===== src/rtl/addec_table_if.sv =====
// addec_table_if: lookup and write bus between the CPU address side and the decode table
interface addec_table_if #(
  parameter int unsigned ADDR_W = 5,
  parameter int unsigned DATA_W = 8
);
  logic              lkp_en;
  logic [ADDR_W-1:0] lkp_addr;
  logic [DATA_W-1:0] q;
  logic              q_valid;
  logic              ready;
  logic              wr_en;
  logic [ADDR_W-1:0] wr_addr;
  logic [DATA_W-1:0] wr_data;
  modport master (output lkp_en, lkp_addr, wr_en, wr_addr, wr_data, input q, q_valid, ready);
  modport slave  (input lkp_en, lkp_addr, wr_en, wr_addr, wr_data, output q, q_valid, ready);
endinterface


===== src/rtl/addec_table.sv =====
// addec_table: programmable address-decode table, filled with DEFAULT_Q after reset, 1-cycle registered lookups
module addec_table #(
  parameter int unsigned        ADDR_W    = 5,
  parameter int unsigned        DATA_W    = 8,
  parameter logic [DATA_W-1:0]  DEFAULT_Q = 8'hE1,
  parameter bit                 IGNORE_A0 = 1'b0
) (
  input  logic           clock,
  input  logic           reset,
  addec_table_if.slave   bus
);
  localparam int unsigned DEPTH = 2 ** ADDR_W;
  localparam logic [ADDR_W-1:0] A_MASK = {{(ADDR_W-1){1'b1}}, !IGNORE_A0};
  typedef enum logic {S_INIT, S_RUN} state_t;
  state_t            r_state;
  logic [ADDR_W:0]   r_cnt;
  logic [DATA_W-1:0] r_mem [DEPTH];
  logic [DATA_W-1:0] r_q;
  logic              r_q_valid;
  logic              r_ready;
  logic [ADDR_W-1:0] w_lkp_addr;
  logic [ADDR_W-1:0] w_wr_addr;
  logic [ADDR_W:0]   w_cnt_nxt;
  logic              w_we;
  logic [ADDR_W-1:0] w_waddr;
  logic [DATA_W-1:0] w_wdata;
  assign w_lkp_addr = bus.lkp_addr & A_MASK;
  assign w_wr_addr  = bus.wr_addr & A_MASK;
  assign w_cnt_nxt  = r_cnt + (ADDR_W+1)'(1);
  assign w_we       = (r_state == S_INIT) || bus.wr_en;
  assign w_waddr    = (r_state == S_INIT) ? r_cnt[ADDR_W-1:0] : w_wr_addr;
  assign w_wdata    = (r_state == S_INIT) ? DEFAULT_Q : bus.wr_data;
  // Nonblocking write alongside the registered read gives read-before-write on collisions
  always_ff @(posedge clock)
    if (!reset && w_we) r_mem[w_waddr] <= w_wdata;
  always_ff @(posedge clock) begin
    if (reset) begin
      r_state   <= S_INIT;
      r_cnt     <= '0;
      r_q       <= '0;
      r_q_valid <= 1'b0;
      r_ready   <= 1'b0;
    end else if (r_state == S_INIT) begin
      r_cnt     <= w_cnt_nxt;
      r_q_valid <= 1'b0;
      if (w_cnt_nxt[ADDR_W]) begin
        r_state <= S_RUN;
        r_ready <= 1'b1;
      end
    end else begin
      r_q_valid <= bus.lkp_en;
      if (bus.lkp_en) r_q <= r_mem[w_lkp_addr];
    end
  end
  assign bus.q       = r_q;
  assign bus.q_valid = r_q_valid;
  assign bus.ready   = r_ready;
endmodule


===== src/flat_wrapper.sv =====
// flat-port wrapper written by rule: the top's interface ports become plain ports
module addec_table_flat 
#(
  parameter int unsigned        ADDR_W    = 5,
  parameter int unsigned        DATA_W    = 8,
  parameter logic [DATA_W-1:0]  DEFAULT_Q = 8'hE1,
  parameter bit                 IGNORE_A0 = 1'b0
)
  (clock, reset, bus_lkp_en, bus_lkp_addr, bus_wr_en, bus_wr_addr, bus_wr_data, bus_q, bus_q_valid, bus_ready);
  addec_table_if #(.ADDR_W(ADDR_W), .DATA_W(DATA_W)) bus_i ();
  input  logic clock;
  input  logic reset;
  input wire logic [$bits(bus_i.lkp_en)-1:0] bus_lkp_en;
  input wire logic [$bits(bus_i.lkp_addr)-1:0] bus_lkp_addr;
  input wire logic [$bits(bus_i.wr_en)-1:0] bus_wr_en;
  input wire logic [$bits(bus_i.wr_addr)-1:0] bus_wr_addr;
  input wire logic [$bits(bus_i.wr_data)-1:0] bus_wr_data;
  output wire logic [$bits(bus_i.q)-1:0] bus_q;
  output wire logic [$bits(bus_i.q_valid)-1:0] bus_q_valid;
  output wire logic [$bits(bus_i.ready)-1:0] bus_ready;
  assign bus_i.lkp_en = bus_lkp_en;
  assign bus_i.lkp_addr = bus_lkp_addr;
  assign bus_i.wr_en = bus_wr_en;
  assign bus_i.wr_addr = bus_wr_addr;
  assign bus_i.wr_data = bus_wr_data;
  assign bus_q = bus_i.q;
  assign bus_q_valid = bus_i.q_valid;
  assign bus_ready = bus_i.ready;
  addec_table #(.ADDR_W(ADDR_W), .DATA_W(DATA_W), .DEFAULT_Q(DEFAULT_Q), .IGNORE_A0(IGNORE_A0)) u_core (.clock(clock), .reset(reset), .bus(bus_i));
endmodule

===== config.mk =====
export PLATFORM = sky130hd
export DESIGN_NAME = addec_table_flat
export DESIGN_NICKNAME = d
export VERILOG_FILES = /design/src/rtl/addec_table_if.sv /design/src/rtl/addec_table.sv /design/src/flat_wrapper.sv
export SDC_FILE = /design/constraint.sdc
export NUM_CORES = 1
export LEC_CHECK = 0
export ABC_CLOCK_PERIOD_IN_PS = 4900
export CORE_ASPECT_RATIO = 0.6
export CORE_UTILIZATION = 60
export CTS_BUF_LIST = sky130_fd_sc_hd__clkbuf_2 sky130_fd_sc_hd__clkbuf_4 sky130_fd_sc_hd__clkbuf_8
export CTS_CLUSTER_SIZE = 12
export DETAILED_ROUTE_END_ITERATION = 10
export PLACE_DENSITY = 0.78
export SYNTH_ARGS = -nofsm -noshare
export SYNTH_HDL_FRONTEND = slang
export SYNTH_SLANG_ARGS = --single-unit
export TNS_END_PERCENT = 5

===== constraint.sdc =====
create_clock -name clock -period 4.9 [get_ports clock]
set_input_delay 0.98 -clock clock [delete_from_list [all_inputs] [get_ports clock]]
set_output_delay 0.98 -clock clock [all_outputs]
set_load 0.02 [all_outputs]

==> flow_summary.toml, run 1 <==
[placement]
numPortBuffers = 31
gp_congestion = 0.930
dp_hpwl_mm = 15.7

[global_route]
grtUsageTotal_pct = 27.2
grt_pass1_vias = 6005
grt_first_pass_wirelength_mm = 36.3
grt_start_max_net_pins = 61
grt_overflow = 0
antenna_found_initial = 2

[timing]
finalCritPeriodShare_pct = 63.8
slew_headroom_pct = 15.2
timing_hold_violations_final = 0
rsz0062_at_grt = "no"
finalSetupTns_ps = 0
setup_viol = 0
worst_pin_slew_ps = 1270
fin_worst_skew_ps = 11.7
min_period_ps = 3130
drv_slew = 0
max_freq_mhz = 320

[logic_synthesis]
synthTopCellsByArea = "edfxtp_1 (71%), mux2i_1 (12%), a22oi_1 (4.4%)"
synth_area_um2 = 10900
ys_ff_latch = 273
synth_edf_count = 256
yosys_most_used_dff = "edfxtp_1"
syn-num-nets = 686
yosysTopAreaCell = "edfxtp_1"
synth_seq_area_share_pct = 73.9
ys_types = 33
syn_area_per_cell_um2 = 16.4
synthArstFlopShare_pct = 0
synth_top_area_share_pct = 70.8
synth_cells = 663
synth_warnings = 0

[power]
vdd_drop_max_v = 0.000300
p_clk_share_pct = 36.8
switchingPower_mw = 1.01
p_int_mw = 3.61
power.leakage_nw = 4.12
p_comb_share_pct = 6.8
swShare_pct = 21.8
power_density_nw_per_um2 = 382
sequentialPowerShare_pct = 56.3

[critical_path]
crit_chain = "clkdlybuf4s50_1 > and2_1 > a22oi_1 > a21oi_1 > or4_1 > a211oi_1"
cp_max_fo = 32
crit_arrival_ps = 3550
ff2ff_setup_slack_ps = 2020
worstSetupPathType = "primary input to register"
critical_path_buf_inv_count = 1
crit_path_max_incr_delay_ps = 610
reg2reg_depth = 4
r2r-start = "u_core.r_state$_SDFF_PP0_"
cp.required_ps = 5330
rr_endpoint = "u_core.r_mem[0][0]$_DFFE_PP_"
worst_setup_path_start_kind = "primary input"
cp_slowest_cell = "and2_1"
end_kind = "register"
cp_top_family = "simple AND/OR/NAND/NOR gates"

[die]
pin_count = 32
start_util_pct = 62.4
rows = 37
die_w_um = 176
coreArea_um2 = 17400
dieArea_um2 = 18700
dieHeight_um = 106

[clocking]
root_buffer = "clkbuf_8"
clock_latency_ps = 520
cts_buffer_depth = 3
clock-sinks = 273
cts_buffers = 38
postCtsSetupBuffers = 0
cts_tree = "yes"
cts-hold-fix-buffers = 0
ctsResizeCount = 0
clk_pin_slew_ps = 70
htree_levels = 2

[worst_hold_path]
worstHoldPathType = "register to register"
worstHoldEndpoint = "u_core.r_cnt[5]$_SDFFE_PP0N_"
hold_path_depth = 1
min_from = "u_core.r_cnt[5]$_SDFFE_PP0N_"

[route]
vias = 6124
vias_per_cell = 6.35
ant_nets = 0
drt-total-wl_mm = 24.6
drc_errors = 0
wire_per_inst_um = 25.5
dr.first_iter.drc_count = 882
dr.pass1.iters = 5

[finish]
area_growth_pct = 11.3
nFillCells = 1154
n_antenna_cell = 0
layout.nets = 732
fin_util_pct = 69.5
mostFrequentLayoutCell = "edfxtp_1"
layout_common_cells = "edfxtp_1 (256), mux2i_1 (131), a22oi_1 (64)"
drive_gt1_share_pct = 10.4

[outcome]
outcome = "finished clean"

[flow_run]
drv_cap = 0
[how the worst max path moves through the flow]
stage | endpoint | depth (start not counted) | start
5_1_grt | u_core.bus.q[7]$_SDFFE_PP0P_ | 6 | bus_lkp_addr[2]
2_1_floorplan | u_core.bus.q[6]$_SDFFE_PP0P_ | 7 | bus_lkp_addr[2]
3_3_place_gp | u_core.bus.q[4]$_SDFFE_PP0P_ | 6 | bus_lkp_addr[2]
4_1_cts | u_core.bus.q[2]$_SDFFE_PP0P_ | 7 | bus_lkp_addr[0]
3_5_place_dp | u_core.bus.q[1]$_SDFFE_PP0P_ | 6 | bus_lkp_addr[2]
6_report | u_core.bus.q[7]$_SDFFE_PP0P_ | 6 | bus_lkp_addr[2]
[flip-flops by register name, summed over array words and instances (netlist names)]
signal              cells
u_core.r_state          1
u_core.bus.q            8
u_core.bus.q_valid      1
u_core.bus.ready        1
u_core.r_cnt            6
u_core.r_mem          256
[worst register-to-register path: cells and delay by family (launching register included)]
family | cells | cell delay [ps]
AOI/OAI and AO/OA | 1 | 250
DFF | 1 | 880
and+or+nand+nor | 3 | 1370
[cells in the mapped netlist (all sizes together), types with 4 or more instances]
| cell | number |
|---|---|
| edfxtp | 256 |
| mux2i | 131 |
| a22oi | 64 |
| nor2 | 50 |
| a21oi | 34 |
| clkbuf | 23 |
| dfxtp | 17 |
| buf | 16 |
| nand2 | 15 |
| a211oi | 8 |
| or4 | 8 |
| nand2b | 7 |
| and2 | 6 |
| nor2b | 6 |
| nand3 | 4 |
[per-stage QoR]
step | power (mW) | hold slack, ps | worst slack [ps] | cells | cell area [um^2]
after floorplan | 2.84 | 461 | 2440 | 663 | 10900
after global placement | 2.95 | 477 | 1330 | 903 | 11400
after detailed placement | 2.96 | 477 | 1280 | 903 | 11400
after CTS | 4.63 | 492 | 1820 | 965 | 12100
after global routing | 4.76 | 505 | 1680 | 965 | 12100
final | 4.62 | 492 | 1770 | 965 | 12100
[area by class of cell]
cell class | instances | area, um^2 | area share, %
clock buffer | 48 | 617 | 5.10
clock inverter | 14 | 106 | 0.879
inverter | 2 | 7.51 | 0.0621
multi-input combinational | 349 | 2620 | 21.6
sequential | 273 | 8030 | 66.4
tap | 234 | 293 | 2.42
timing repair buffer | 45 | 429 | 3.55
[metal layers]
layer	vias up	routed length (um)	track usage, %
met5	-	8	0
met2	353	10700	38.3
met1	3047	11100	41.5
li1	2680	-	-
met4	2	417	7.33
met3	42	2460	7.65
[power groups by stage]
stage	Combinational [mW]	Sequential, mW	Clock, mW
final	0.316	2.60	1.70
after global placement	0.300	2.65	0
after detailed placement	0.309	2.65	0
after floorplan	0.197	2.65	0
after CTS	0.310	2.60	1.72
after global routing	0.334	2.61	1.82
[cells by family (layout without fill, tap and decap cells)]
| logic type | count (synthesis) | after routing | synth area share [%] |
|---|---|---|---|
| mux | 132 | 132 | 12.2 |
| compound gates | 113 | 113 | 7.16 |
| simple gates | 99 | 99 | 4.24 |
| xor+xnor | 4 | 4 | 0.322 |
| fa+ha+maj | 1 | 1 | 0.115 |
| flops | 273 | 273 | 73.9 |
| buf+inv | 41 | 109 | 2.11 |
Note: power is estimated with default switching activity, not from simulation.
==> run 2, diff against run 1 <==
--- a/config.mk
+++ b/config.mk
@@ -5,9 +5,9 @@
 export SDC_FILE = /design/constraint.sdc
 export NUM_CORES = 1
 export LEC_CHECK = 0
-export ABC_CLOCK_PERIOD_IN_PS = 4900
+export ABC_CLOCK_PERIOD_IN_PS = 2700
 export CORE_ASPECT_RATIO = 0.6
-export CORE_UTILIZATION = 60
+export CORE_UTILIZATION = 57
 export CTS_BUF_LIST = sky130_fd_sc_hd__clkbuf_2 sky130_fd_sc_hd__clkbuf_4 sky130_fd_sc_hd__clkbuf_8
 export CTS_CLUSTER_SIZE = 12
 export DETAILED_ROUTE_END_ITERATION = 10
==> constraint.sdc (replaced) <==
create_clock -name clock -period 2.7 [get_ports clock]
set_input_delay 0.54 -clock clock [delete_from_list [all_inputs] [get_ports clock]]
set_output_delay 0.54 -clock clock [all_outputs]
set_load 0.02 [all_outputs]
==> flow_summary.toml, run 2 (same netlist as run 1, synthesis figures left out) <==
[die]
start_util_pct = 59.2
rows = 38
pin_count = 32
dieHeight_um = 109
dieArea_um2 = 19600
coreArea_um2 = 18400
die_w_um = 180

[timing]
min_period_ps = 2260
finalCritPeriodShare_pct = 83.7
timing_hold_violations_final = 0
finalSetupTns_ps = 0
slew_headroom_pct = 58.1
rsz0062_at_grt = "no"
max_freq_mhz = 442
setup_viol = 0
fin_worst_skew_ps = 14.8
worst_pin_slew_ps = 629
drv_slew = 0

[finish]
mostFrequentLayoutCell = "edfxtp_1"
nFillCells = 1177
layout_common_cells = "edfxtp_1 (256), mux2i_1 (131), a22oi_1 (64)"
largest_reg_flops = 256
register_area_um2 = 8030
area_growth_pct = 15.7
regMostFlops = "u_core.r_mem"
fin_util_pct = 68.5
drive_gt1_share_pct = 17.5
fin_cells = 1028
layout.nets = 783
n_antenna_cell = 0
multiInputGateArea_um2 = 2620

[global_route]
antenna_found_initial = 1
grt_overflow = 0
grt_first_pass_wirelength_mm = 37.9
grtUsageTotal_pct = 26.8
grt_pass1_vias = 6064
grt_start_max_net_pins = 33

[power]
p_comb_share_pct = 7.3
p_clk_share_pct = 37.3
p_int_mw = 6.61
sequentialPowerShare_pct = 55.4
swShare_pct = 22.4
power.leakage_nw = 4.44
power_density_nw_per_um2 = 677
vdd_drop_max_v = 0.000548
switchingPower_mw = 1.91

[route]
drt-total-wl_mm = 25.6
ant_nets = 0
vias_per_cell = 6.21
wire_per_inst_um = 24.9
dr.first_iter.drc_count = 849
drc_errors = 0
vias = 6387
dr.pass1.iters = 5

[clocking]
postCtsSetupBuffers = 0
cts-hold-fix-buffers = 0
clk_pin_slew_ps = 60
root_buffer = "clkbuf_8"
clock-sinks = 273
cts_buffers = 38
cts_buffer_depth = 3
ctsResizeCount = 0
clock_latency_ps = 520
cts_tree = "yes"
htree_levels = 2

[critical_path]
worstSetupPathType = "primary input to register"
worst_setup_path_start_kind = "primary input"
cp_max_fo = 32
crit_arrival_ps = 2680
ff2ff_setup_slack_ps = 480
cp_slowest_cell = "clkdlybuf4s50_1"
reg2reg_depth = 5
crit_path_max_incr_delay_ps = 520
crit_chain = "clkdlybuf4s50_1 > buf_4 > nor2_2 > buf_12 > a22oi_1 > a21oi_1 > or4_1 > a211oi_1"
r2r-start = "u_core.r_state$_SDFF_PP0_"
rr_endpoint = "u_core.r_mem[29][3]$_DFFE_PP_"
cp.required_ps = 3120
end_kind = "register"

[placement]
dp_hpwl_mm = 16.6
gp_congestion = 0.930
numPortBuffers = 31
place_inst = 960

[flow_run]
drv_cap = 0

[outcome]
outcome = "finished clean"

[worst_hold_path]
worstHoldEndpoint = "u_core.r_cnt[5]$_SDFFE_PP0N_"
hold_path_depth = 1
min_from = "u_core.r_cnt[5]$_SDFFE_PP0N_"
worstHoldPathType = "register to register"
-- run 2: worst max path at each step --
stage | from | end | cells after the start
3_3_place_gp | bus_lkp_addr[2] | u_core.bus.q[3]$_SDFFE_PP0P_ | 8
3_5_place_dp | bus_lkp_addr[1] | u_core.bus.q[3]$_SDFFE_PP0P_ | 7
4_1_cts | u_core.r_state$_SDFF_PP0_ | u_core.r_mem[29][6]$_DFFE_PP_ | 5
2_1_floorplan | u_core.r_state$_SDFF_PP0_ | u_core.r_mem[4][0]$_DFFE_PP_ | 5
6_report | bus_lkp_addr[2] | u_core.bus.q[5]$_SDFFE_PP0P_ | 8
5_1_grt | u_core.r_state$_SDFF_PP0_ | u_core.r_mem[29][6]$_DFFE_PP_ | 5
-- run 2: layer usage --
layer / vias to the layer above / wire (um) / global-route usage [%]
li1: 2788 / - / -
met2: 430 / 10900 / 37.4
met4: 2 / 462 / 6.47
met5: - / 13 / 0
met1: 3121 / 10900 / 40.5
met3: 46 / 3410 / 8.82
-- run 2: through the flow --
step / power [mW] / cell area (um^2) / setup slack, ps / hold WS (ps)
3_5_place_dp: 5.41 / 11800 / 66.1 / 480
4_1_cts: 8.53 / 12600 / 511 / 496
2_1_floorplan: 5.16 / 10900 / 644 / 461
6_report: 8.51 / 12600 / 439 / 494
3_3_place_gp: 5.39 / 11800 / 94.6 / 474
5_1_grt: 8.76 / 12600 / 311 / 513
-- run 2: area by class of cell --
type,instances,area share [%]
flip-flops and latches,273,63.9
multi-input cells,349,20.8
repair buffers,96,6.86
clock buffers,60,5.72
well taps,240,2.39
clock inverters,8,0.269
inverters,2,0.0597
-- run 2: power groups by stage --
stage / clock (mW) / combinational, mW / sequential [mW]
6_report: 3.18 / 0.621 / 4.72
5_1_grt: 3.38 / 0.658 / 4.72
4_1_cts: 3.20 / 0.610 / 4.72
3_5_place_dp: 0 / 0.607 / 4.81
3_3_place_gp: 0 / 0.589 / 4.80
2_1_floorplan: 0 / 0.357 / 4.80
-- run 2: critical path, delay by kind of cell --
| kind | cells | cell delay [ps] |
|---|---|---|
| AO/OA/AOI/OAI | 3 | 750 |
| buffers and inverters | 3 | 830 |
| AND/OR/NAND/NOR | 2 | 550 |
==> run 3, diff against run 2 <==
--- a/config.mk
+++ b/config.mk
@@ -5,9 +5,9 @@
 export SDC_FILE = /design/constraint.sdc
 export NUM_CORES = 1
 export LEC_CHECK = 0
-export ABC_CLOCK_PERIOD_IN_PS = 2700
+export ABC_CLOCK_PERIOD_IN_PS = 2320
 export CORE_ASPECT_RATIO = 0.6
-export CORE_UTILIZATION = 57
+export CORE_UTILIZATION = 60
 export CTS_BUF_LIST = sky130_fd_sc_hd__clkbuf_2 sky130_fd_sc_hd__clkbuf_4 sky130_fd_sc_hd__clkbuf_8
 export CTS_CLUSTER_SIZE = 12
 export DETAILED_ROUTE_END_ITERATION = 10
==> constraint.sdc (replaced) <==
create_clock -name clock -period 2.32 [get_ports clock]
set_input_delay 0.464 -clock clock [delete_from_list [all_inputs] [get_ports clock]]
set_output_delay 0.464 -clock clock [all_outputs]
set_load 0.02 [all_outputs]
==> flow_summary.toml, run 3 (same netlist as run 1, synthesis figures left out) <==
[outcome]
outcome = "finished clean"

[clocking]
postCtsSetupBuffers = 0
clock_latency_ps = 520
clk_pin_slew_ps = 70
cts_buffers = 38
cts_buffer_depth = 3
cts_tree = "yes"
root_buffer = "clkbuf_8"
ctsResizeCount = 0
clock-sinks = 273
htree_levels = 2
cts-hold-fix-buffers = 0

[placement]
gp_congestion = 0.928
numPortBuffers = 31
dp_hpwl_mm = 16.8
place_area_um2 = 11900

[timing]
worst_pin_slew_ps = 585
timing.hold.ws_ps = 498
drv_slew = 0
max_freq_mhz = 452
fin_worst_skew_ps = 18.8
min_period_ps = 2210
finalSetupTns_ps = 0
slew_headroom_pct = 61.0
finalCritPeriodShare_pct = 95.3
rsz0062_at_grt = "no"
setup_viol = 0
timing_hold_violations_final = 0

[critical_path]
end_kind = "register"
worst_setup_path_start_kind = "primary input"
crit_arrival_ps = 2630
cp_max_fo = 22
crit_start = "bus_lkp_addr[1]"
cp.required_ps = 2740
worstSetupPathType = "primary input to register"
r2r-start = "u_core.r_state$_SDFF_PP0_"

[finish]
drive_gt1_share_pct = 18.6
layout.nets = 793
fin_util_pct = 72.8
n_antenna_cell = 0
area_growth_pct = 16.7
mostFrequentLayoutCell = "edfxtp_1"
final_area_um2 = 12700
layout_common_cells = "edfxtp_1 (256), mux2i_1 (131), buf_4 (68)"
regMostFlops = "u_core.r_mem"
largest_reg_flops = 256

[power]
power_mw = 9.96
power.leakage_nw = 4.50
power_density_nw_per_um2 = 786
vdd_drop_max_v = 0.00105

[die]
dieHeight_um = 106
coreArea_um2 = 17400
dieArea_um2 = 18700
rows = 37
pin_count = 32
start_util_pct = 62.4
die_w_um = 176

[route]
vias_per_cell = 6.29
dr.pass1.iters = 7
dr.first_iter.drc_count = 947
drc_errors = 0
vias = 6501
drt-total-wl_mm = 26.5
ant_nets = 0
wire_per_inst_um = 25.6

[global_route]
top_usage_layer = "met2"
use_met3_pct = 8.48
grt_first_pass_wirelength_mm = 38.8
use_met1_pct = 40.9
grt_pass1_vias = 6382
grtUsageTotal_pct = 29.2
grt_use_met2_pct = 44.1
antenna_found_initial = 0
grt_start_max_net_pins = 33
grt_overflow = 0

[flow_run]
drv_cap = 0

[worst_hold_path]
min_from = "u_core.r_cnt[5]$_SDFFE_PP0N_"
worstHoldPathType = "register to register"
run 3: changes by cell type in the layout (fill, tap and decap cells not counted):
cell	previous run	this run
buf_4	60	68
buf_12	5	7
clkbuf_8	43	44
clkinv_1	5	6
run 3: area by class of cell:
cell class	instances	area [um^2]
fillers	1064	4730
clock inverters	9	37.5
multi-input cells	349	2620
clock buffers	61	733
well taps	234	293
flip-flops and latches	273	8030
inverters	2	7.51
repair buffers	106	962
run 3: final timing paths:
path | to | slack, ps | depth (start not counted)
worst max-delay path | u_core.bus.q[7]$_SDFFE_PP0P_ | 110 | 8
worst min-delay path | u_core.r_cnt[5]$_SDFFE_PP0N_ | 500 | 1
worst max register to register | u_core.r_mem[20][7]$_DFFE_PP_ | 200 | 5
worst min register to register | u_core.r_cnt[5]$_SDFFE_PP0N_ | 500 | 1
run 3: critical path: stages:
cell             delay (ps)
clkdlybuf4s50_1         490
nor2b_2                 210
buf_12                  160
buf_4                   170
a22oi_1                 190
a21oi_1                 130
or4_1                   560
a211oi_1                260
run 3: power by group:
group	leakage, nW	total, mW	internal [mW]	switching [mW]
clock network	0.416	3.71	2.00	1.70
logic	1.66	0.758	0.292	0.465
registers	2.43	5.49	5.45	0.0397
run 3: routing by layer:
metal | part of all wire [%] | vias to the layer above
met4 | 3.1 | 2
met2 | 45 | 432
met5 | 0.17 | -
met3 | 12 | 75
li1 | - | 2810
met1 | 40 | 3182
run 3: stage by stage:
stage	std cells	setup slack (ps)
global placement	964	-288
CTS	1034	162
floorplan	663	264
detailed placement	964	-352
global route	1034	33.9
finish	1034	109
